$ cat config.mk
export PLATFORM = sky130hd
export DESIGN_NAME = led_pattern_arbiter
export DESIGN_NICKNAME = d
export VERILOG_FILES = /design/src/rtl/led_pattern_arbiter.sv
export SDC_FILE = /design/constraint.sdc
export NUM_CORES = 1
export LEC_CHECK = 0
export BUFFER_PORTS_ARGS = -buffer_cell sky130_fd_sc_hd__buf_2
export CORE_ASPECT_RATIO = 1.25
export CORE_MARGIN = 3
export CORE_UTILIZATION = 52
export CTS_CLUSTER_SIZE = 10
export DETAILED_ROUTE_END_ITERATION = 8
export PLACE_DENSITY_LB_ADDON = 0.25
export SLEW_MARGIN = 20
export SYNTH_ARGS = -nofsm -noshare
export SYNTH_HDL_FRONTEND = slang
export SYNTH_SLANG_ARGS = --single-unit
$ cat constraint.sdc
create_clock -name clk -period 4.09 [get_ports clk]
set_clock_uncertainty 0.2 [all_clocks]
set_input_delay 0.2045 -clock clk [delete_from_list [all_inputs] [get_ports clk]]
set_output_delay 0.2045 -clock clk [all_outputs]
set_load 0.01 [all_outputs]
$ cat src/rtl/led_pattern_arbiter.sv
// rtl/led_pattern_arbiter.sv - round-robin arbiter sharing one LED between N_REQ blink-pattern requesters (optional idle heartbeat: LED_IDLE_HEARTBEAT_EN)
module led_pattern_arbiter #(
    parameter int N_REQ       = 4,
    parameter int TICK_DIV    = 800000,
    parameter int SLOT_REPS   = 4,
    parameter int GAP_TICKS   = 4,
    parameter int IDLE_TOGGLE = 10
) (
    input  logic                 clk,
    input  logic                 rst,
    input  logic [N_REQ-1:0]     req,
    input  logic [8*N_REQ-1:0]   pattern,
    output logic [N_REQ-1:0]     grant,
    output logic                 busy,
    output logic                 done,
    output logic                 WF_LED
);

    localparam int TW = (TICK_DIV > 1) ? $clog2(TICK_DIV) : 1;
    localparam int PW = $clog2(N_REQ);
    localparam int SW = PW + 1;
    localparam int RW = $clog2(SLOT_REPS + 1);
    localparam int GW = $clog2(GAP_TICKS + 1);

    localparam logic [TW-1:0] TICK_LAST = TW'(TICK_DIV - 1);
    localparam logic [RW-1:0] REP_LAST  = RW'(SLOT_REPS - 1);
    localparam logic [GW-1:0] GAP_LAST  = GW'(GAP_TICKS - 1);
    localparam logic [PW-1:0] PTR_LAST  = PW'(N_REQ - 1);
    localparam logic [SW-1:0] N_WRAP    = SW'(N_REQ);

    typedef enum logic [1:0] {
        S_IDLE = 2'd0,
        S_PLAY = 2'd1,
        S_GAP  = 2'd2
    } state_t;

    state_t             state_q, state_d;
    logic [TW-1:0]      tick_cnt_q, tick_cnt_d;
    logic [PW-1:0]      ptr_q, ptr_d;
    logic [PW-1:0]      owner_q, owner_d;
    logic [N_REQ-1:0]   grant_q, grant_d;
    logic               busy_q, busy_d;
    logic               done_q, done_d;
    logic               led_q, led_d;
    logic [7:0]         shreg_q, shreg_d;
    logic [2:0]         bitcnt_q, bitcnt_d;
    logic [RW-1:0]      rep_q, rep_d;
    logic [GW-1:0]      gapcnt_q, gapcnt_d;
`ifdef LED_IDLE_HEARTBEAT_EN
    localparam int HW = $clog2(IDLE_TOGGLE + 1);
    localparam logic [HW-1:0] HB_LAST = HW'(IDLE_TOGGLE - 1);
    logic [HW-1:0]      hb_cnt_q, hb_cnt_d;
`endif

    logic               tick;
    logic [7:0]         pat_arr [N_REQ];
    logic               pick_found;
    logic [PW-1:0]      pick_idx;
    logic [SW-1:0]      pick_sum;
    logic [PW-1:0]      cand;

    // Split the flat pattern bus into one byte per requester.
    always_comb begin
        for (int i = 0; i < N_REQ; i++) begin
            pat_arr[i] = pattern[8*i +: 8];
        end
    end

    // Free-running prescaler; tick marks the last cycle of each period.
    always_comb begin
        tick       = (tick_cnt_q == TICK_LAST);
        tick_cnt_d = tick ? '0 : tick_cnt_q + 1'b1;
    end

    // Round-robin search from ptr upward; scanning downward lets the nearest hit win.
    always_comb begin
        pick_found = 1'b0;
        pick_idx   = '0;
        pick_sum   = '0;
        cand       = '0;
        for (int k = N_REQ - 1; k >= 0; k--) begin
            pick_sum = {1'b0, ptr_q} + SW'(k);
            if (pick_sum >= N_WRAP) begin
                pick_sum = pick_sum - N_WRAP;
            end
            cand = pick_sum[PW-1:0];
            if (req[cand]) begin
                pick_found = 1'b1;
                pick_idx   = cand;
            end
        end
    end

    // Slot FSM: everything except the done pulse advances only on tick.
    always_comb begin
        state_d  = state_q;
        ptr_d    = ptr_q;
        owner_d  = owner_q;
        grant_d  = grant_q;
        busy_d   = busy_q;
        done_d   = 1'b0;
        led_d    = led_q;
        shreg_d  = shreg_q;
        bitcnt_d = bitcnt_q;
        rep_d    = rep_q;
        gapcnt_d = gapcnt_q;
`ifdef LED_IDLE_HEARTBEAT_EN
        hb_cnt_d = hb_cnt_q;
`endif
        if (tick) begin
            case (state_q)
                S_IDLE: begin
                    if (pick_found) begin
                        owner_d  = pick_idx;
                        grant_d  = N_REQ'(1) << pick_idx;
                        ptr_d    = (pick_idx == PTR_LAST) ? '0 : pick_idx + 1'b1;
                        led_d    = pat_arr[pick_idx][7];
                        shreg_d  = pat_arr[pick_idx] << 1;
                        bitcnt_d = '0;
                        rep_d    = '0;
                        busy_d   = 1'b1;
                        state_d  = S_PLAY;
                    end else begin
`ifdef LED_IDLE_HEARTBEAT_EN
                        if (hb_cnt_q == HB_LAST) begin
                            hb_cnt_d = '0;
                            led_d    = ~led_q;
                        end else begin
                            hb_cnt_d = hb_cnt_q + 1'b1;
                        end
`endif
                    end
                end
                S_PLAY: begin
                    if (bitcnt_q != 3'd7) begin
                        led_d    = shreg_q[7];
                        shreg_d  = shreg_q << 1;
                        bitcnt_d = bitcnt_q + 1'b1;
                    end else if (rep_q < REP_LAST && req[owner_q]) begin
                        // Pass boundary: the only point where a live pattern change is picked up.
                        led_d    = pat_arr[owner_q][7];
                        shreg_d  = pat_arr[owner_q] << 1;
                        bitcnt_d = '0;
                        rep_d    = rep_q + 1'b1;
                    end else begin
                        led_d    = 1'b0;
                        gapcnt_d = '0;
                        state_d  = S_GAP;
                    end
                end
                S_GAP: begin
                    led_d = 1'b0;
                    if (gapcnt_q == GAP_LAST) begin
                        grant_d = '0;
                        busy_d  = 1'b0;
                        done_d  = 1'b1;
                        state_d = S_IDLE;
`ifdef LED_IDLE_HEARTBEAT_EN
                        hb_cnt_d = '0;
`endif
                    end else begin
                        gapcnt_d = gapcnt_q + 1'b1;
                    end
                end
                default: begin
                    grant_d = '0;
                    busy_d  = 1'b0;
                    led_d   = 1'b0;
                    state_d = S_IDLE;
                end
            endcase
        end
    end

    // State registers with synchronous active-high reset.
    always_ff @(posedge clk) begin
        if (rst) begin
            state_q    <= S_IDLE;
            tick_cnt_q <= '0;
            ptr_q      <= '0;
            owner_q    <= '0;
            grant_q    <= '0;
            busy_q     <= 1'b0;
            done_q     <= 1'b0;
            led_q      <= 1'b0;
            shreg_q    <= '0;
            bitcnt_q   <= '0;
            rep_q      <= '0;
            gapcnt_q   <= '0;
`ifdef LED_IDLE_HEARTBEAT_EN
            hb_cnt_q   <= '0;
`endif
        end else begin
            state_q    <= state_d;
            tick_cnt_q <= tick_cnt_d;
            ptr_q      <= ptr_d;
            owner_q    <= owner_d;
            grant_q    <= grant_d;
            busy_q     <= busy_d;
            done_q     <= done_d;
            led_q      <= led_d;
            shreg_q    <= shreg_d;
            bitcnt_q   <= bitcnt_d;
            rep_q      <= rep_d;
            gapcnt_q   <= gapcnt_d;
`ifdef LED_IDLE_HEARTBEAT_EN
            hb_cnt_q   <= hb_cnt_d;
`endif
        end
    end

    assign grant  = grant_q;
    assign busy   = busy_q;
    assign done   = done_q;
    assign WF_LED = led_q;

endmodule
* Yosys cells after proc, flatten, opt, wreduce, memory -nomap -nowiden
Index checks and enable logic that the tools add are counted.
** Operators by class
- Add/subtract/negate cells :: 12
- Multiply operators :: 0
- Divide/modulo/power cells :: 0
- Order comparisons :: 12
- Eq/ne operators :: 13
- Shift-type cells :: 1
- Multiplexer cells :: 60
- Bitwise gates (word level) :: 5
- Reduce and logical (&&, ||, !) cells :: 13
** Operator list (count)
- 8-bit 2-to-1 mux :: 7
- 8-bit binary-select mux with 2-bit select :: 2
- 2-bit 2-to-1 mux :: 13
- 3-bit 2-to-1 mux :: 8
- 20-bit by 1-bit adder with 20-bit output, second input constant :: 1
- 20-bit == test, second input constant :: 1
- 3-bit case mux with 2 select lines :: 3
- 8-bit case mux with 2 select lines :: 1
- 3-bit >= comparator, second input constant :: 5
- 2-bit by 3-bit < comparator with 1-bit output, second input constant :: 5
- 1-bit 2-to-1 mux :: 15
- 5-bit AND reduction :: 3
- 2-bit != test, second input constant :: 6
- 4-bit case mux with 3 select lines :: 1
- 1-bit binary-select mux with 2-bit select :: 5
- 3-bit by 1-bit adder with 3-bit output, second input constant :: 3
- 4-bit 2-to-1 mux :: 2
- 4-bit AND reduction :: 2
- 2-bit by 1-bit subtractor with 2-bit output, second input constant :: 4
- 2-bit by 2-bit adder with 3-bit output, second input constant :: 2
- 3-bit != test, second input constant :: 2
- 2-bit inverter with 3-bit output :: 2
- 2-bit case mux with 3 select lines :: 1
- 2-bit == test, second input constant :: 2
- 17 further kinds :: 20
** Word-level totals
- Bits in registers :: 50
- Bits in latches :: 0
- RAM bits :: 0
- Bits in read-only memories :: 0
- Output and inout port bits :: 7
- Word-level logic and storage cells :: 128
- Memories :: 0

* Longest topological paths before layout
- Depth after elaboration :: 15
- Mapped depth :: 8

* Worst setup path before layout
OpenSTA, ideal clock, no wires.
- Kind :: reg-to-reg
- Start :: reg owner_q[0]
- End :: reg gapcnt_q[0]
- Data arrival time :: 1925 ps
- Required time :: 3820 ps
- Slack :: 1894 ps
- Stages on the path, launching flop included :: 8
- Path buffers :: 1
- Cells stage by stage :: dfxtp_1 > buf_6 > mux4_2 > a21boi_4 > a21oi_2 > or2_4 > or3_1 > a21oi_1
** Between the ends
- Word-level cells in the longest chain between the ends :: 5
** RTL lines
- start: declaration :: line 40 : logic [PW-1:0] owner_q, owner_d;
- start signal: assignment :: line 197 : owner_q <= owner_d;
- 1-bit binary-select mux with 2-bit select :: line 139 : end else if (rep_q < REP_LAST && req[owner_q]) begin
- 1-bit 2-to-1 mux (implied by the code) :: line 139
- 1-bit logical AND :: line 139
- 2-bit != test (no line)
- 5-bit AND reduction (no line)
- end signal: assignment :: line 205 : gapcnt_q <= gapcnt_d;
- end: declaration :: line 48 : logic [GW-1:0] gapcnt_q, gapcnt_d;
Every way passes these cells. The select of a mux whose other input is x is not followed.
A chain may end at the register's enable or synchronous reset.

* Worst setup path in the final report
- Start :: reg tick_cnt_q[0]
- End :: reg shreg_q[4]
** Between the ends
- Word-level cells in the longest chain between the ends :: 2
** RTL lines
- start: declaration :: line 38 : logic [TW-1:0] tick_cnt_q, tick_cnt_d;
- start signal: assignment :: line 195 : tick_cnt_q <= tick_cnt_d;
- 20-bit == test :: line 71 : tick = (tick_cnt_q == TICK_LAST);
- 4-bit AND reduction (no line)
- end signal: assignment :: line 202 : shreg_q <= shreg_d;
- end: declaration :: line 45 : logic [7:0] shreg_q, shreg_d;
Every way passes these cells.

==> implementation parameters <==
Parameter                              Value

Outcome
  Run status    completed

Route
  Average wire per standard cell    15.27 um
  Routed wire length    roughly 6.7 mm
  Vias    2587
  Via density per instance    5.920
  Starting DRC count in detailed routing    127
  Pre-Repair DR Iteration Count    4
  Antenna-violating nets left    0
  DRC violations left    0

Global route
  Residual overflow from global routing    0
  Initial antenna violation count    0
  Global Route Usage Sum    22.04%
  First-pass GRT wire length    11.46 mm
  Pin count of the biggest net entering global routing    34
  Number of global-route vias before repair    between 2000 and 3000

Final layout
  Leading cell types in the layout, fill and taps excluded    49 x dfxtp_1, 44 x buf_2, 42 x nand2_1, 42 x nor2_1, 18 x nand3_1
  Post-layout utilization of the core    61.88%
  Final-stage net count    422
  Fraction of layout cells with a size suffix above 1    between 10% and 20%
  Layout overhead on the synthesized area    11.09%
  Cell area after layout    3233 um^2
  Most frequent standard cell in the layout excluding fill and tap cells    dfxtp_1
  Area occupied by multi-input gates    1837 um^2
  Number of filler instances in the final layout    468
  Inserted Diodes    0
  Sequential cell area    about 1000 um^2

Floorplan
  Floorplan row count    29
  I/O pin count    45
  Starting utilization of the core area    between 50% and 60%
  Die height    89.64 um
  Placeable core region    about 5200 um^2
  Horizontal die dimension    72.92 um
  Die Footprint    ~6500 um^2

Setup path
  Critical path start-end classification    register to register
  Worst R2R Start    tick_cnt_q[0]
  Most common cell on crit path    nand4_1
  Worst reg-to-reg setup slack    1.15 ns
  Endpoint required time on the critical path    4.13 ns
  Worst reg2reg path depth    7
  Slowest stage cell on the critical path    a2111oi_4
  Max incr delay on CP    0.75 ns
  Worst reg2reg path endpoint    shreg_q[4]
  Kind of end point of the critical path    register
  CP arrival    2.98 ns
  Buffer and inverter count on the worst path    0
  Highest fanout seen on the critical path    15
  Worst-path cell chain    ha_1, nand4_1, nor2_1, nand4_1, a2111oi_4, nor2b_1, a31o_1
  Kind of start point of the critical path    register
  Critical path's top delay family    simple AND/OR/NAND/NOR gates

Pwr
  Clock network power share    32.1%
  Max rail drop VDD    230.8 uV
  Internal power summed over all cells    0.0006377 W
  Sw Pwr    0.0001981 W
  Switching Fraction    23.70%
  Leakage dissipation    1.247 nW
  Sequential fraction of design power    57.6%
  Comb power frac    10.3%
  Total power density per cell area    258.5 nW/um^2

Yosys
  Share of synthesized cell area in and, or, nand and nor gates    27.26%
  Arithmetic-cell share of the synthesized area counting full adders, half adders and majority gates    4.299%
  Post-synth ARST share    0%
  Dominant synthesized flop cell    dfxtp_1
  Number of warnings reported in the yosys synthesis log    0
  Share of the yosys chip area belonging to registers    33.71%
  Dominant combinational cell family by area after synthesis    simple AND/OR/NAND/NOR gates
  Synthesized netlist net count    384
  Compound-cell area share of the yosys netlist    15.18%
  Count of flip-flops with a built-in enable after synthesis    0
  Syn Area/Cell    between 8 and 9 um^2
  Portion of netlist area occupied by mux cells    about an eighth
  Number of distinct library cell variants in the gate-level netlist after synthesis    57
  Post-synthesis instance area    2910 um^2
  XOR/XNOR Fraction of Synth Area    4.514%
  Count of state elements after synthesis    49
  Instance count of the mapped netlist    approximately 340

Timing
  Worst-case headroom to the max-slew limit    44.43%
  Least-Margin Pin Slew    0.8336 ns
  Final Slew Violations    0
  Fmax    339.8 MHz
  Setup tns final    0 ns
  Crit share post-route    71.94%
  Setup repair after global routing missed its margin    no
  Worst-case setup margin in the final layout    1.148 ns
  Hold slack    0.07891 ns
  Final setup fails    0
  Hold Violations, Final    0
  Post-route minimum period    2.942 ns

Worst hold path
  Source of the worst hold timing path    pattern[21]
  Worst hold endpoint    shreg_q[6]
  Path class of the lowest-slack min-delay path    primary input to register
  Worst hold path depth    4

Placed design
  Port Buf Inserts    between 40 and 50
  Last weighted congestion value of the routability-driven placer    between 0.8 and 0.9
  DP Wirelength    roughly 5 mm
  Worst slack, placed    1.208 ns
  Dpl cell area    around 3200 um^2

CTS
  CTS root buf    clkbuf_8
  Clock-pin transition on the worst setup and hold timing paths    approximately 0.08 ns
  Later-pin clock latency in the skew report    between 0.2 and 0.3 ns
  TritonCTS clock tree    built
  Number of buffers added for setup after CTS    0
  Cts hold-fix bufs    0
  Maximum clock path buffer count    2
  Post-cts gate resize count    0
  Number of buffers added by the clock tree synthesis step    5
  # clock sinks    a little under 50
  Maximum level of the CTS H-tree    2

Flow run
  Maximum Capacitance Violations    0
[power groups by stage]
stage	Sequential (W)	Clock [W]	Combinational [W]
CTS	0.000482	0.000278	0.0000864
finish	0.000482	0.000268	0.0000861
floorplan	0.000492	0	0.0000498
global placement	0.000493	0	0.0000840
global route	0.000482	0.000297	0.0000970
detailed placement	0.000493	0	0.0000858
[layout make-up]
| cell class | instances | share of cell area, % |
|---|---|---|
| inverters | 6 | 0.6966 |
| flip-flops and latches | 49 | 30.34 |
| clock buffers | 8 | 2.477 |
| repair buffers | 46 | 7.276 |
| multi-input cells | 266 | 56.81 |
| well taps | 62 | 2.399 |
[worst register-to-register path, delay by kind of cell (launching register included)]
kind | cells | cell delay [ns]
DFF | 1 | 0.38
AOI/OAI and AO/OA | 2 | 0.95
adders and majority gates | 1 | 0.24
and+or+nand+nor | 4 | 1.13
[per-layer routing]
metal | part of all wire (%) | vias to the layer above | track usage (%)
met5 | 0 | - | 0
met4 | 1.6 | 0 | 7.215
met3 | 3.2 | 12 | 4.009
met2 | 51 | 44 | 40.15
met1 | 45 | 1234 | 26.02
li1 | - | 1297 | -
[per-stage QoR]
step | total power (W) | std cells
5_1_grt | 0.0008764 | 437
2_1_floorplan | 0.0005423 | 336
3_3_place_gp | 0.0005768 | 429
6_report | 0.0008357 | 437
3_5_place_dp | 0.0005788 | 429
4_1_cts | 0.0008465 | 437
[flip-flops by register name, indices dropped and copies added, names as in the netlist]
name / cells
tick_cnt_q: 20
shreg_q: 7
grant: 4
bitcnt_q: 3
gapcnt_q: 3
rep_q: 3
owner_q: 2
ptr_q: 2
state_q: 2
WF_LED: 1
busy: 1
done: 1
[worst max-delay path by stage]
stage,from,endpoint,slack [ns],cells past startpoint
2_1_floorplan,owner_q[0],gapcnt_q[0],1.89,7
3_3_place_gp,tick_cnt_q[0],shreg_q[7],1.30,7
3_5_place_dp,tick_cnt_q[0],shreg_q[4],1.21,7
4_1_cts,tick_cnt_q[0],shreg_q[4],1.20,7
5_1_grt,tick_cnt_q[0],shreg_q[4],0.88,7
6_report,tick_cnt_q[0],shreg_q[4],1.15,7
[synthesized netlist by cell type (2+ instances only)]
cell	number	area [um^2]
o21ai_1	2	10.01
a31o_1	5	43.79
a22oi_1	4	30.03
nor4bb_1	2	20.02
nand3_1	18	90.09
nand2b_1	7	43.79
xor2_1	12	105.1
or4_1	2	15.01
a32oi_1	5	43.79
nor3_1	4	20.02
nor3b_1	6	45.04
inv_1	4	15.01
ha_1	10	125.1
mux4_1	8	210.2
mux2i_1	9	90.09
inv_2	2	7.510
a21oi_1	17	85.08
nand4_1	4	25.02
clkbuf_1	10	37.54
a211oi_1	3	22.52
mux2_2	2	22.52
nor4b_1	2	17.52
and3_1	9	56.30
o21ai_0	11	55.05
nor4_1	4	25.02
xnor2_1	3	26.28
nand2_1	42	157.7
nor2b_1	6	37.54
dfxtp_1	49	980.9
or3_1	5	31.28
o21bai_1	2	15.01
nor2_1	42	157.7
[kinds of logic after synthesis]
family,after synthesis
AOI/OAI and AO/OA,62
xor gates and xnor gates,15
adders and majority gates,10
buffers and inverters,21
DFF,49
muxes,20
and+or+nand+nor,159
Power figures use the tool's default switching activity.
